**src/rtl/ram_burst_ctrl.sv**
```systemverilog
// Burst front end for a small synchronous RAM: streams write beats in, or issues
// consecutive read addresses and returns the data on a valid-qualified port.
module ram_burst_ctrl #(
    parameter int AW     = 4,
    parameter int DW     = 2,
    parameter int RD_LAT = 1
) (
    input  logic          clk,
    input  logic          rst,
    input  logic          cmd_valid,
    output logic          cmd_ready,
    input  logic          cmd_wr,
    input  logic [AW-1:0] cmd_addr,
    input  logic [AW-1:0] cmd_len,
    input  logic          wr_valid,
    input  logic [DW-1:0] wr_data,
    output logic          wr_ready,
    output logic          rd_valid,
    output logic [DW-1:0] rd_data,
    output logic          busy,
    output logic          done,
    output logic          ram_we,
    output logic          ram_oe,
    output logic [AW-1:0] ram_addr,
    output logic [DW-1:0] ram_din,
    input  logic [DW-1:0] ram_dout
);

    typedef enum logic [2:0] {
        IDLE  = 3'd0,
        WRITE = 3'd1,
        READ  = 3'd2,
        DRAIN = 3'd3,
        DONE  = 3'd4
    } state_t;

    localparam logic [AW-1:0] ADDR_ZERO = {AW{1'b0}};
    localparam logic [AW-1:0] ADDR_ONE  = {{(AW-1){1'b0}}, 1'b1};

    // Address arithmetic is modulo 2**AW, so the top location wraps to zero.
    function automatic logic [AW-1:0] addr_next(input logic [AW-1:0] addr);
        return addr + ADDR_ONE;
    endfunction

    state_t            state_q;
    state_t            state_d;
    logic [AW-1:0]     cur_addr_q;
    logic [AW-1:0]     cur_addr_d;
    logic [AW-1:0]     remaining_q;
    logic [AW-1:0]     remaining_d;
    logic [RD_LAT-1:0] rd_pipe_q;
    logic [RD_LAT-1:0] rd_pipe_d;
    logic              cmd_ready_q;
    logic              cmd_ready_d;
    logic              wr_ready_q;
    logic              wr_ready_d;
    logic              busy_q;
    logic              busy_d;
    logic              done_q;
    logic              done_d;
    logic              ram_oe_q;
    logic              ram_oe_d;
    logic              issue_s;

    // Next-state, address/beat counters and read-valid pipe.
    always_comb begin
        state_d     = state_q;
        cur_addr_d  = cur_addr_q;
        remaining_d = remaining_q;
        issue_s     = (state_q == READ);
        rd_pipe_d   = {RD_LAT{1'b0}};
        rd_pipe_d[0] = issue_s;
        for (int i = 1; i < RD_LAT; i++) begin
            rd_pipe_d[i] = rd_pipe_q[i-1];
        end

        case (state_q)
            IDLE: begin
                if (cmd_valid) begin
                    cur_addr_d  = cmd_addr;
                    remaining_d = cmd_len;
                    state_d     = cmd_wr ? WRITE : READ;
                end else begin
                    state_d = IDLE;
                end
            end
            WRITE: begin
                if (wr_valid) begin
                    cur_addr_d = addr_next(cur_addr_q);
                    if (remaining_q == ADDR_ZERO) begin
                        state_d = DONE;
                    end else begin
                        remaining_d = remaining_q - ADDR_ONE;
                    end
                end else begin
                    state_d = WRITE;
                end
            end
            READ: begin
                cur_addr_d = addr_next(cur_addr_q);
                if (remaining_q == ADDR_ZERO) begin
                    state_d = DRAIN;
                end else begin
                    remaining_d = remaining_q - ADDR_ONE;
                end
            end
            DRAIN: begin
                // Leave once the beat now leaving the pipe is its last occupant.
                if (rd_pipe_d == {RD_LAT{1'b0}}) begin
                    state_d = DONE;
                end else begin
                    state_d = DRAIN;
                end
            end
            DONE: begin
                state_d = IDLE;
            end
            default: begin
                state_d = IDLE;
            end
        endcase
    end

    // State-decoded outputs, computed one cycle ahead so they leave from flops.
    always_comb begin
        cmd_ready_d = (state_d == IDLE);
        wr_ready_d  = (state_d == WRITE);
        busy_d      = (state_d != IDLE);
        done_d      = (state_d == DONE);
        ram_oe_d    = (state_d == READ) || (state_d == DRAIN);
    end

    // Controller state and registered outputs.
    always_ff @(posedge clk or negedge rst) begin
        if (!rst) begin
            state_q     <= IDLE;
            cur_addr_q  <= ADDR_ZERO;
            remaining_q <= ADDR_ZERO;
            rd_pipe_q   <= {RD_LAT{1'b0}};
            cmd_ready_q <= 1'b1;
            wr_ready_q  <= 1'b0;
            busy_q      <= 1'b0;
            done_q      <= 1'b0;
            ram_oe_q    <= 1'b0;
        end else begin
            state_q     <= state_d;
            cur_addr_q  <= cur_addr_d;
            remaining_q <= remaining_d;
            rd_pipe_q   <= rd_pipe_d;
            cmd_ready_q <= cmd_ready_d;
            wr_ready_q  <= wr_ready_d;
            busy_q      <= busy_d;
            done_q      <= done_d;
            ram_oe_q    <= ram_oe_d;
        end
    end

    assign cmd_ready = cmd_ready_q;
    assign wr_ready  = wr_ready_q;
    assign busy      = busy_q;
    assign done      = done_q;
    assign ram_oe    = ram_oe_q;
    assign ram_addr  = cur_addr_q;
    // Write pins follow wr_valid directly so a beat lands in the cycle it is offered.
    assign ram_we    = wr_ready_q & wr_valid;
    assign ram_din   = wr_ready_q ? wr_data : {DW{1'b0}};
    assign rd_valid  = rd_pipe_q[RD_LAT-1];
    assign rd_data   = rd_pipe_q[RD_LAT-1] ? ram_dout : {DW{1'b0}};

endmodule

```
**config.mk**
```make
export PLATFORM = sky130hd
export DESIGN_NAME = ram_burst_ctrl
export DESIGN_NICKNAME = d
export VERILOG_FILES = /design/src/rtl/ram_burst_ctrl.sv
export SDC_FILE = /design/constraint.sdc
export NUM_CORES = 1
export LEC_CHECK = 0
export BUFFER_PORTS_ARGS = -buffer_cell sky130_fd_sc_hd__buf_2
export CAP_MARGIN = 20
export CORE_MARGIN = 2
export CORE_UTILIZATION = 30
export DETAILED_ROUTE_END_ITERATION = 10
export GPL_TIMING_DRIVEN = 0
export PLACE_DENSITY = 0.57
export SYNTH_ARGS = -nofsm -noshare
export SYNTH_HDL_FRONTEND = slang
export SYNTH_SLANG_ARGS = --single-unit
```
**constraint.sdc**
```tcl
create_clock -name clk -period 3.59 [get_ports clk]
set_clock_uncertainty 0.2 [all_clocks]
set_input_delay 0.1795 -clock clk [delete_from_list [all_inputs] [get_ports clk]]
set_output_delay 0.1795 -clock clk [all_outputs]
set_load 0.03 [all_outputs]
```
After elaboration in Yosys (flattened, before gate mapping)
Cells that the tools add are included.

word-level totals
  flip-flop bits (word level) = 17
  output and inout bits = 15
  word-level logic and storage cells = 43

operators by class
  $add $sub $neg = 2
  equality and inequality tests = 9
  mux-type cells = 15
  bitwise logic cells = 1
  reductions and logical operators = 7

operators by type and width
  cell                                                                    number
  4-bit one-hot mux with 3 select lines                                   2
  4-bit two-way mux                                                       5
  3-bit by 2-bit equality test with 1-bit output (second input constant)  4
  3-bit one-hot mux with 4 select lines                                   1
  3-bit two-way mux                                                       3
  2-bit two-way mux                                                       4
  3-bit by 1-bit equality test with 1-bit output (second input constant)  2
  3-bit logical NOT                                                       2
  3-bit nonzero test                                                      2
  4-bit by 1-bit adder with 4-bit output (second input constant)          1
  4-bit logical NOT                                                       1
  2-bit inequality test (second input constant)                           2
  4-bit by 1-bit subtractor with 4-bit output (second input constant)     1
  3-bit equality test (second input constant)                             1
  3-bit AND reduction                                                     1
  1-bit bitwise AND                                                       1
  1-bit logical OR                                                        1

Longest topological paths before layout
  depth after elaboration = 6
  gate-level depth with buffers = 6
  mapped depth without buffers = 6

Worst setup path before layout
No wires, ideal clock.

  kind = reg2reg
  from = register remaining_q[0]
  to = register remaining_q[1]
  data arrival time = 1.625 ns
  required time = 3.262 ns
  setup slack = 1.638 ns
  cell stages (with the launch flop) = 7
  path buffers = 0
  period minus slack after synthesis = 1.952 ns
  cell sequence = dfrtp_1 -> inv_1 -> ha_1 -> nor3b_4 -> o21ba_1 -> nor2_1 -> mux2_1

between the ends
  cells in the longest elaborated chain, start to end = 4
  elaborated cells on any way between the ends = 5
  those cells by class = 1 x add/sub; 3 x mux; 1 x reduce/logical

ends and longest elaborated chain
  element                                                                           RTL line  source
  start: declaration                                                                49        logic [AW-1:0] remaining_q;
  start signal: assignment                                                          148       remaining_q <= remaining_d;
  4-bit by 1-bit subtractor with 4-bit output or 4-bit logical NOT (tied branches)  --
  4-bit two-way mux (*)                                                             90, 101
  4-bit two-way mux                                                                 88        if (wr_valid) begin
  4-bit one-hot mux with 3 select lines (*)                                         77        case (state_q)

Every way passes the cells marked *; elsewhere a longest branch is shown, timed or not. The select of a mux whose other input is x is not followed.
A chain may end at the register's enable or synchronous reset.

Worst setup path after layout
Ends and elaborated chain as after synthesis.

==> run summary <==
status - finished, final reports clean
routed vias - 861
I/O Buffers - 31
CP peak stage delay - 0.42 ns
predominant post-synthesis flop cell - dfrtp_1
grt ovf - 0
Yosys top cell area share - 41.2%
Slowest-stage cell, CP - dfrtp_1
Starting Density - 31.6%
Cell Area, Synth - 972 um2
critical path startpoint - remaining_q[0]
clock buffer depth - 2
filler instances - 308
worst slack at placement - 1.37 ns
n_diodes - 0
post-DR vias/cell - 4.81
htree depth - 1
launch point of the worst reg-to-reg path - remaining_q[0]
Worst-Skew Late Latency - 0.29 ns
Final Hold Fails - 0
Crit Path Max Fanout - 6
initial antenna violation count - 0
fin nets - 155
area leader, netlist - dfrtp_1
CP Class - flop to flop
Avg Cell Area, Syn - 10.5 um2
core area - 3080 um2
ranking of synthesized cells by area - dfrtp_1 41%, mux2i_1 4.1%, and2_1 3.2%
Worst EP arrival - 2.20 ns
sum of buffers and inverters on the critical path - 1
final instance area - 1280 um2
synthesized flop and latch total - 17
EDFF count, synth - 0
Final Critical Period - 2.21 ns
fin crit share - 61.6%
crit path launch type - flop
Pwr Total - 1230 uW
clock-pin slew on the worst setup and hold paths - 0.11 ns
Layout area overhead - 31.5%
CTS-repair resized insts - 0
hold path depth - 3
PwrDens - 961 nW/um2
Tightest Pin Transition - 0.379 ns
TritonCTS buffer count - 3
hold_buf cts - 7
DIE AREA - 3710 um2
I/O pin total - 32
setup_tns - 0 ns
unrepaired setup endpoints after global routing - false
Slew headroom - 74.3%
Die X - 60.9 um
Total GRT Usage - 12.1%
max-slew violations - 0
post-DP HPWL - 1560 um
synth warn - 0
drt drc - 0
total of max-cap violations - 0
Syn Nets - 112
DR pass1 iterations - 5
Peak Freq - 452 MHz
postcts setup bufs - 0
Cell Rows - 20
total wire length - 2050 um
Max rail drop VDD - 0.390 mV
Mapped Cells - 93
DR iter-0 viols - 17
Final WS setup - 1.38 ns
Post-DRT Antenna Nets - 0
crit-path cells - inv_1 -> ha_1 -> nor3b_4 -> o21ba_1 -> nor2_1 -> mux2_1
worst-case hold slack - 0.0128 ns
reg-to-reg endpoint - remaining_q[1]
Unique masters post-synth - 39
Worst EP required - 3.57 ns
pin count of the biggest net entering global routing - 18
share of cells above drive strength 1 - 31.9%
Reg area - 427 um2
Clock Tree Root - clkbuf_4
reg-to-reg slack, setup - 1.38 ns
CP delay by family, top - simple AND/OR/NAND/NOR gates
clock tree sinks - 17
Worst Hold Path EP - ram_addr[0]
endpoint class of the critical path - flop
WL/cell - 11.4 um
R2R cell count - 6
vias in the first global route - 745
Async SR Flop Fraction - 100%
Placer Congestion - 0.825
hold path start - cmd_addr[0]
# setup viols final - 0
DP Area - 1180 um2
multi-input logic area - 514 um2
HP Class - input port to flop
CTS tree - done
sequential area share after synthesis - 43.9%
first-pass GRT wire length - 3320 um
Die H - 60.9 um
P_leak - 0.000590 uW
-- sequential cells by signal, summed over array words and instances, names as in the netlist --
name	flops
done	1
busy	1
ram_oe	1
cmd_ready	1
state_q	3
rd_valid	1
remaining_q	4
wr_ready	1
ram_addr	4
-- final cells by class --
cell class	instances	share of cell area, %
well taps	44	4.31
clock buffers	4	2.05
repair buffers	38	17.6
inverters	3	0.881
multi-input cells	70	40.2
flip-flops and latches	17	33.4
plain buffers	3	1.57
-- worst max-delay path by stage --
| stage | slack (ns) | cells after the start | end |
|---|---|---|---|
| 3_3_place_gp | 1.41 | 6 | remaining_q[1] |
| 4_1_cts | 1.37 | 6 | remaining_q[1] |
| 3_5_place_dp | 1.37 | 6 | remaining_q[1] |
| 2_1_floorplan | 1.64 | 6 | remaining_q[1] |
| 5_1_grt | 1.25 | 6 | remaining_q[1] |
| 6_report | 1.38 | 6 | remaining_q[1] |
-- per-layer routing --
layer	track usage (%)	part of all wire, %	vias to the layer above
met4	5.90	1.0	0
met3	1.92	4.1	2
met5	0	0	-
met1	15.9	45	409
met2	19.4	50	18
li1	-	-	432
-- report_power, final --
group / switching (uW) / leakage [uW] / internal [uW]
Sequential: 78.1 / 0.000207 / 288
Combinational: 444 / 0.000368 / 314
Clock: 61.6 / 0.0000150 / 43.2
Total: 584 / 0.000590 / 645
-- cell families after synthesis --
| logic type | Yosys count | synth area share [%] |
|---|---|---|
| and+or+nand+nor | 37 | 22.8 |
| AOI/OAI and AO/OA | 25 | 19.4 |
| DFF | 17 | 43.9 |
| buffers and inverters | 6 | 3.22 |
| muxes | 5 | 5.28 |
| adders and majority gates | 2 | 2.57 |
| xor gates and xnor gates | 1 | 2.83 |
-- stage by stage --
step / utilization (%) / cells
floorplan: - / 93
global placement: 38.4 / 168
detailed placement: 38.4 / 168
CTS: 41.5 / 179
global route: 41.5 / 179
finish: 41.5 / 179
-- tightest hold or removal path: stages --
cell and delay, ns:
buf_2 0.08, a21boi_0 0.07, mux2i_1 0.13
-- cells in the mapped netlist, drive strengths merged, types with 2 or more instances --
cell type / count
dfrtp: 16
nor2: 6
nor3: 6
a21oi: 5
and2: 5
nand2: 5
o21ai: 5
mux2i: 4
buf: 3
inv: 3
nor4: 3
o21bai: 3
a21boi: 2
a2bb2oi: 2
ha: 2
nand2b: 2
nor3b: 2
nor4b: 2
o2bb2ai: 2
-- layout by cell type, fill, tap and decap left out, types with 2 or more instances in the layout --
master	count
buf_2	32
dfrtp_1	16
dlygate4sd3_1	7
nor3_1	6
nor2_1	5
and2_1	5
nand2_1	5
o21ai_0	5
a21oi_1	4
mux2i_1	4
inv_1	3
nor4_1	3
o21bai_1	3
clkbuf_4	3
buf_4	2
nand2b_1	2
a2bb2oi_1	2
nor4b_1	2
o2bb2ai_1	2
ha_1	2
No activity file was read; power rests on OpenSTA's default activity.
